## src/rtl/cpu_types_pkg.sv

```systemverilog
// cpu_types_pkg
// Shared types for the memory-side blocks of the CPU.
//   word_t      : 32-bit machine word
//   ramstate_t  : status reported by the RAM each cycle (FREE, BUSY, ACCESS, ERROR)
//   arb_state_t : mem_arbiter ownership states (IDLE, DSERV, ISERV)
package cpu_types_pkg;

    typedef logic [31:0] word_t;

    typedef enum logic [1:0] {
        FREE   = 2'd0,
        BUSY   = 2'd1,
        ACCESS = 2'd2,
        ERROR  = 2'd3
    } ramstate_t;

    typedef enum logic [1:0] {
        IDLE  = 2'd0,
        DSERV = 2'd1,
        ISERV = 2'd2
    } arb_state_t;

endpackage

```

## src/rtl/mem_arbiter.sv

```systemverilog
// mem_arbiter
// Serialises instruction-fetch and data requests from the caches onto a
// single RAM port. Data requests win; one idle bubble follows every access.
//
// Ports:
//   CLK, nRST                 clock, synchronous active-low reset
//   iREN, iaddr               instruction read request / address
//   iwait, iload              low on the instruction completion cycle / fetched word
//   dREN, dWEN, daddr, dstore data read/write request, address, write value
//   dwait, dload              low on the data completion cycle / read value
//   ramREN, ramWEN            RAM read/write strobes
//   ramaddr, ramstore         RAM address / write data
//   ramload, ramstate         RAM read data / status (FREE, BUSY, ACCESS, ERROR)
//   memerr                    one-cycle pulse when an access ends in ERROR
//
// Configuration:
//   MEM_ARBITER_STARVE_GUARD_EN  when defined, after STARVE_LIMIT consecutive
//                                data grants with a fetch pending, the fetch is
//                                granted ahead of any pending data request.
module mem_arbiter
    import cpu_types_pkg::*;
#(
    parameter int STARVE_LIMIT = 4
) (
    input  logic        CLK,
    input  logic        nRST,
    input  logic        iREN,
    input  logic [31:0] iaddr,
    output logic        iwait,
    output logic [31:0] iload,
    input  logic        dREN,
    input  logic        dWEN,
    input  logic [31:0] daddr,
    input  logic [31:0] dstore,
    output logic        dwait,
    output logic [31:0] dload,
    output logic        ramREN,
    output logic        ramWEN,
    output logic [31:0] ramaddr,
    output logic [31:0] ramstore,
    input  logic [31:0] ramload,
    input  logic [1:0]  ramstate,
    output logic        memerr
);

    arb_state_t state;
    ramstate_t  rs;
    logic       dreq;
    logic       done;
    logic       starved;

    assign rs   = ramstate_t'(ramstate);
    assign dreq = dREN | dWEN;
    assign done = (rs == ACCESS) || (rs == ERROR);

`ifdef MEM_ARBITER_STARVE_GUARD_EN
    localparam int CW = $clog2(STARVE_LIMIT + 1);
    logic [CW-1:0] starveCnt;

    assign starved = iREN && (starveCnt == CW'(STARVE_LIMIT));

    // Counts data grants made while a fetch waits. Any idle cycle that does
    // not hand the port to data-over-fetch (no fetch pending, or a fetch
    // grant) restarts the count.
    always_ff @(posedge CLK) begin
        if (!nRST) begin
            starveCnt <= '0;
        end else if (state == IDLE) begin
            if (!iREN || starved || !dreq)
                starveCnt <= '0;
            else
                starveCnt <= starveCnt + 1'b1;
        end
    end
`else
    // Strict data priority. The comparison is never true for a legal limit;
    // it only keeps the parameter referenced in this build.
    assign starved = (STARVE_LIMIT < 0);
`endif

    // Ownership FSM. A dropped request or a terminal RAM status (ACCESS or
    // ERROR) returns the port to IDLE, which gives the mandatory bubble.
    always_ff @(posedge CLK) begin
        if (!nRST) begin
            state <= IDLE;
        end else begin
            case (state)
                IDLE: begin
                    if (starved)
                        state <= ISERV;
                    else if (dreq)
                        state <= DSERV;
                    else if (iREN)
                        state <= ISERV;
                end
                DSERV: if (!dreq || done) state <= IDLE;
                ISERV: if (!iREN || done) state <= IDLE;
                default: state <= IDLE;
            endcase
        end
    end

    // Output mux: purely a function of ownership and the live inputs, so
    // completion and request drops are visible in the same cycle.
    always_comb begin
        iwait    = 1'b1;
        iload    = '0;
        dwait    = 1'b1;
        dload    = '0;
        ramREN   = 1'b0;
        ramWEN   = 1'b0;
        ramaddr  = '0;
        ramstore = '0;
        memerr   = 1'b0;
        case (state)
            DSERV: begin
                ramaddr  = daddr;
                ramstore = dstore;
                if (dreq) begin
                    ramWEN = dWEN;
                    ramREN = dREN & ~dWEN;
                    if (rs == ACCESS) begin
                        dwait = 1'b0;
                        dload = dWEN ? '0 : ramload;
                    end else if (rs == ERROR) begin
                        dwait  = 1'b0;
                        memerr = 1'b1;
                    end
                end
            end
            ISERV: begin
                ramaddr = iaddr;
                if (iREN) begin
                    ramREN = 1'b1;
                    if (rs == ACCESS) begin
                        iwait = 1'b0;
                        iload = ramload;
                    end else if (rs == ERROR) begin
                        iwait  = 1'b0;
                        memerr = 1'b1;
                    end
                end
            end
            default: ;
        endcase
    end

endmodule

```

## config.mk

```make
export PLATFORM = sky130hd
export DESIGN_NAME = mem_arbiter
export DESIGN_NICKNAME = d
export VERILOG_FILES = /design/src/rtl/cpu_types_pkg.sv /design/src/rtl/mem_arbiter.sv
export SDC_FILE = /design/constraint.sdc
export NUM_CORES = 1
export LEC_CHECK = 0
export CORE_AREA = 5 5 102 104
export CTS_CLUSTER_SIZE = 20
export DETAILED_ROUTE_END_ITERATION = 12
export DIE_AREA = 0 0 107 109
export GPL_TIMING_DRIVEN = 0
export SLEW_MARGIN = 15
export SYNTH_ARGS = -nofsm -noshare
export SYNTH_HDL_FRONTEND = slang
export SYNTH_SLANG_ARGS = --single-unit
```

## constraint.sdc

```tcl
create_clock -name CLK -period 2.2 [get_ports CLK]
set_input_delay 0.55 -clock CLK [delete_from_list [all_inputs] [get_ports CLK]]
set_output_delay 0.55 -clock CLK [all_outputs]
set_load 0.005 [all_outputs]
```

==> flow_metrics.py, run 1 <==
metrics = {
    "floorplan": {
        "rows": 36,
        "fp.coreArea_um2": 9459,
        "io_pins": 268,
        "chipHeight_um": 109,
        "fp.dieW_um": 107,
        "die_area_um2": 11660,
        "initial_core_util": 0.1483,
    },
    "setup_path": {
        "r2r-end": "state[0]",
        "r2r_start": "state[1]",
        "setup.worst_path.start": "state[1]",
        "crit_fanout": 6,
        "critPathKind": "reg -> out",
        "r2r_cells": 6,
        "cp_data_required_time_ns": 1.65,
        "r2r_slack_ns": 0.89,
        "cp-start-kind": "flip-flop",
        "cp.arrival_ns": 1.71,
        "end_kind": "output pin",
    },
    "drt": {
        "dr.pass1.iters": 4,
        "vias_per_cell": 4.177,
        "wire_per_inst_um": 16.42,
        "drc": 0,
        "ant_nets": 0,
        "vias": 2573,
        "drt-initial-drc-count": 27,
        "wirelength_um": 10120,
    },
    "sta": {
        "setup-tns-final_ns": -0.2985,
        "fin_worst_skew_ns": 0.0009404,
        "worst_pin_slew_ns": 0.2385,
        "finalWorstSetupSlack_ns": -0.05727,
        "fin_crit_ns": 2.257,
        "finalHoldViolCount": 0,
        "setup_viol": 8,
        "grt_setup_unrepaired": "yes",
        "fmax_mhz": 443.0,
        "slew_headroom": 0.8399,
        "timing.final.crit_share": 1.026,
        "drv_slew": 0,
    },
    "clock_tree": {
        "clockBufferDepth": 2,
        "htreeDepth": 1,
        "postCtsHoldBufs": 0,
        "clock_sinks": 2,
        "clkTransAtPathRegs_ns": 0.03,
        "cts_tree": "built",
        "numCtsBuffers": 3,
        "ctsRootBufferMaster": "clkbuf_8",
        "clock_latency_ns": 0.21,
    },
    "pwr": {
        "power_switching_mw": 0.3848,
        "p_leak_nw": 2.076,
        "p_clk_frac": 0.125,
        "p_sw_frac": 0.3338,
        "vdd_drop_max_mv": 0.2243,
        "total_power_mw": 1.153,
        "pwr-share-comb": 0.832,
        "internal_power_mw": 0.7680,
        "seqPwrFrac": 0.043,
        "pwr_density_cell_nw_per_um2": 254.7,
    },
    "global_route": {
        "globalRouteOverflowTotal": 0,
        "grt_first_pass_wirelength_um": 14680,
        "track_usage": 0.1600,
        "grt_pass1_vias": 2702,
        "antenna_found_initial": 1,
        "grt_max_degree": 11,
    },
    "run_status": {
        "outcome": "finished with violations",
        "violations": "negative setup slack",
    },
    "run": {
        "drv_cap": 0,
    },
    "synth": {
        "synth_area_um2": 1403,
        "synth-seq-cells": 2,
        "ys_seq_area_frac": 0.02855,
        "avgSynthCellArea_um2": 6.679,
        "synth_cell_types": 26,
        "yosysWarnings": 0,
        "netlist_instances": 210,
        "syn_nets": 348,
    },
    "finish": {
        "largest_reg_flops": 2,
        "antennaDiodeCount": 0,
        "drive_gt1_frac": 0.3625,
        "reg.largest.list": "state (2)",
        "nNetsFinal": 642,
        "seq_area_um2": 47.55,
        "fillers": 934,
        "top_register": "state",
        "syn_to_final_growth_pct": 222.7,
        "multi_input_area_um2": 1439,
    },
    "min_path": {
        "holdPathEnd": "state[0]",
        "worstHoldStart": "state[0]",
        "whs_path_depth": 1,
        "hold_path_class": "reg -> reg",
    },
    "place": {
        "hpwl_um": 8576,
        "gp_congestion": 0.7742,
        "port-buffer-count": 267,
    },
}
kinds of logic (layout without fill, tap and decap cells):
group,after synthesis,after routing,share of synthesized area
fa+ha+maj,3,3,0.02676
compound gates,41,41,0.2239
buf+inv,24,316,0.08921
simple gates,140,140,0.6316
flops,2,2,0.02855
cells in the final DEF, fill, tap and decap left out, types with 6 or more instances in the layout:
cell,count
clkdlybuf4s15_1,23
a22oi_1,15
a22oi_2,17
dlygate4sd2_1,31
nor2b_1,30
buf_2,35
buf_4,12
and2_1,75
buf_8,6
clkbuf_2,27
clkdlybuf4s50_1,129
and2_4,22
buf_6,38
clkbuf_8,6
layer usage:
layer	up-vias	wire length (um)	GRT usage
li1	1285	-	-
met1	1138	3600	0.1654
met2	142	5431	0.3138
met3	6	1025	0.05921
met4	2	38	0.02192
met5	-	20	0
Yosys cell counts, drive strengths merged:
cell type	n	area [um2]
clkbuf	7	26.28
nor3	1	5.000
nand3	1	5.000
a221oi	1	15.01
a21o	1	7.510
nor2b	32	200.2
o211ai	2	15.01
nand3b	2	15.01
nand2	2	10.01
o21ai	2	10.00
inv	4	15.01
buf	13	83.83
o221ai	1	8.760
a22oi	32	240.2
a21boi	1	7.510
nand2b	1	8.760
ha	3	37.54
nor2	3	26.27
and4	1	8.760
and2	97	606.8
dfxtp	2	40.04
a32o	1	10.01
final cells by class:
type / count / share of cell area
repair buffers: 293 / 0.5839
multi-input cells: 184 / 0.3179
plain buffers: 16 / 0.04258
well taps: 114 / 0.03152
flip-flops and latches: 2 / 0.01051
clock buffers: 3 / 0.009124
inverters: 4 / 0.004424
per-stage QoR:
stage / utilization / worst slack (ns) / hold slack, ns / cell area, um2 / std cells
floorplan: - / 0.4769 / 0.4936 / 1403 / 210
global placement: 0.4459 / -0.7162 / 0.5120 / 4218 / 591
detailed placement: 0.4459 / -0.7547 / 0.5317 / 4218 / 591
CTS: 0.4632 / -0.1276 / 0.5556 / 4382 / 616
global route: 0.4784 / -0.1336 / 0.5848 / 4526 / 616
finish: 0.4784 / -0.05727 / 0.5633 / 4526 / 616
timing repair:
action                                 in CTS  in global routing
endpoints found under the hold margin       0                  0
gates cloned                                6                  0
pin swaps                                  24                 13
setup endpoints to repair                 133                 79
buffers inserted                           16                  7
resized for setup                         394                136
worst max-delay path: stages (launching register included):
cell      delay, ns
dfxtp_4        0.35
inv_4          0.04
ha_4           0.16
buf_6          0.11
nand3b_1       0.16
nor2_4         0.05
buf_12         0.14
buf_8          0.12
buf_4          0.12
and2_4         0.15
buf_6          0.11
worst max-delay path by stage:
stage	to	slack [ns]	cells after the start
2_1_floorplan	dload[10]	0.48	4
3_5_place_dp	iload[1]	-0.75	6
6_report	dload[30]	-0.06	10
4_1_cts	iload[3]	-0.13	10
3_3_place_gp	iload[11]	-0.72	6
5_1_grt	dload[21]	-0.13	10
power groups by stage:
stage | sequential (mW) | combinational (mW) | clock [mW]
after floorplan | 0.0441 | 0.300 | 0
after global placement | 0.0444 | 0.859 | 0
after detailed placement | 0.0447 | 0.865 | 0
after CTS | 0.0494 | 0.904 | 0.148
after global routing | 0.0505 | 1.03 | 0.155
final | 0.0499 | 0.959 | 0.144
Power figures use the tool's default switching activity.
==> run 2: changes to the inputs <==
Settings changed: DONT_BUFFER_PORTS set to 1.
==> run 2 against run 1 <==
The flow now finishes without violations. Die area did not move. Total power decreased by 47%. Clock skew barely moved. Cell count is 46% lower. Cell area down 63%. Via count down 36%. Global-route usage shrank 4.1 points. First-iteration DRC count grew to 3.5 times the previous value. Non-clock buffer count is 284 lower. Combinational power shrank 56%. Critical endpoint is now ramaddr[18]. Largest cell class is now multi-input combinational cells. Largest power group unchanged.
==> flow_metrics.py, run 2 (synthesis results as in run 1) <==
metrics = {
    "clock_tree": {
        "clkTransAtPathRegs_ns": 0.03,
        "cts_tree": "built",
        "htreeDepth": 1,
        "clock_sinks": 2,
        "clock_latency_ns": 0.21,
        "ctsRootBufferMaster": "clkbuf_8",
        "clockBufferDepth": 2,
        "numCtsBuffers": 3,
    },
    "setup_path": {
        "crit_fanout": 10,
        "end_kind": "output pin",
        "critical-path-slowest-cell": "dfxtp_2",
        "critPathKind": "reg -> out",
        "cp_slowest_stage_delay_ns": 0.36,
        "worstPathCellList": "inv_1 -> ha_1 -> buf_6 -> buf_4 -> clkbuf_4 -> a22oi_1 -> nor2b_1",
        "cp_data_required_time_ns": 1.65,
        "path_delay_family": "buffers and inverters",
        "path_buf_inv": 4,
        "cp-start-kind": "flip-flop",
        "r2r_cells": 7,
        "cp.arrival_ns": 1.58,
        "path_depth": 7,
    },
    "global_route": {
        "grt_first_pass_wirelength_um": 10340,
        "grt_max_degree": 11,
        "track_usage": 0.1190,
        "grt_pass1_vias": 1634,
        "globalRouteOverflowTotal": 0,
        "antenna_found_initial": 2,
    },
    "sta": {
        "fin_worst_skew_ns": 0.001204,
        "fmax_mhz": 469.0,
        "drv_slew": 0,
        "fin_crit_ns": 2.132,
        "slew_headroom": 0.7733,
        "timing.final.crit_share": 0.9692,
        "whs_ns": 0.4899,
        "worst_pin_slew_ns": 0.3393,
        "finalHoldViolCount": 0,
        "grt_setup_unrepaired": "yes",
        "setup_viol": 0,
    },
    "run_status": {
        "outcome": "complete, no violations",
    },
    "run": {
        "drv_cap": 0,
    },
    "pwr": {
        "vdd_drop_max_mv": 0.1376,
        "pwr-share-comb": 0.690,
        "p_sw_frac": 0.4415,
        "p_leak_nw": 0.6152,
        "pwr_density_cell_nw_per_um2": 363.0,
        "seqPwrFrac": 0.078,
        "total_power_mw": 0.6127,
        "power_switching_mw": 0.2705,
        "p_clk_frac": 0.232,
        "internal_power_mw": 0.3422,
    },
    "finish": {
        "final_common_cell": "and2_1",
        "syn_to_final_growth_pct": 20.34,
        "antennaDiodeCount": 0,
        "reg.largest.list": "state (2)",
        "top_register": "state",
        "largest_reg_flops": 2,
        "nNetsFinal": 358,
        "seq_area_um2": 41.29,
        "drive_gt1_frac": 0.1789,
        "fillers": 1078,
        "final_cell_mix": "and2_1, a22oi_1, nor2b_1",
        "multi_input_area_um2": 1257,
        "final_cell_area_um2": 1688,
        "final_cells": 332,
    },
    "drt": {
        "vias": 1636,
        "wire_per_inst_um": 24.65,
        "ant_nets": 0,
        "vias_per_cell": 4.928,
        "drc": 0,
        "drt-initial-drc-count": 95,
        "dr.pass1.iters": 4,
        "wirelength_um": 8184,
    },
    "floorplan": {
        "initial_core_util": 0.1483,
        "fp.coreArea_um2": 9459,
        "die_area_um2": 11660,
        "io_pins": 268,
        "chipHeight_um": 109,
        "rows": 36,
        "fp.dieW_um": 107,
    },
    "place": {
        "hpwl_um": 7303,
        "port-buffer-count": 0,
        "dp.cells": 324,
        "gp_congestion": 0.6795,
        "placed_cell_area_um2": 1545,
    },
    "min_path": {
        "whs_path_depth": 2,
        "hold_path_class": "in -> reg",
    },
}
## run 2: per-stage QoR
step,setup WS (ns),utilization,setup TNS [ns]
final,0.06781,0.1784,0
after global placement,0.1294,0.1634,0
after detailed placement,0.07398,0.1634,0
after CTS,0.005543,0.1696,0
after floorplan,0.4769,-,0
after global routing,-0.04748,0.1784,-0.7115
## run 2: final timing paths
| kind | from | slack (ns) | endpoint |
|---|---|---|---|
| worst max-delay path | state[0] | 0.07 | ramaddr[18] |
| worst min-delay path | nRST | 0.49 | state[1] |
| worst max register to register | state[0] | 0.63 | state[0] |
| worst min register to register | state[1] | 0.52 | state[1] |
## run 2: layout make-up
class	instances	share of cell area
tap	114	0.08451
timing repair buffer	5	0.02076
sequential	2	0.02446
clock buffer	3	0.02446
multi-input combinational	184	0.7450
inverter	4	0.008895
buffer	20	0.09192
## run 2: power by group through the flow
stage,registers [mW],logic (mW),clock network [mW]
after CTS,0.0450,0.405,0.147
after global placement,0.0443,0.382,0
final,0.0478,0.422,0.142
after global routing,0.0490,0.469,0.149
after detailed placement,0.0452,0.394,0
after floorplan,0.0441,0.300,0
## run 2: routing by layer
layer / track usage / up-vias / part of all wire
met5: 0 / - / 0.00086
met4: 0.01461 / 2 / 0.0023
met3: 0.04737 / 4 / 0.11
met2: 0.2239 / 158 / 0.53
met1: 0.1291 / 755 / 0.36
li1: - / 717 / -
## run 2: worst register-to-register path, cell delays in order, from the launching register on
cell      delay (ns)
dfxtp_2         0.36
inv_1           0.08
ha_1            0.21
buf_6           0.13
buf_4           0.14
nand3b_1        0.12
o221ai_1        0.14
a32o_1          0.28
## run 2: timing repair
action	4_1_cts	5_1_grt
cloned	0	2
hold buffers	0	0
gates resized for setup	8	25
pin swaps	0	2
setup buffers	0	3
setup endpoints to repair	87	112
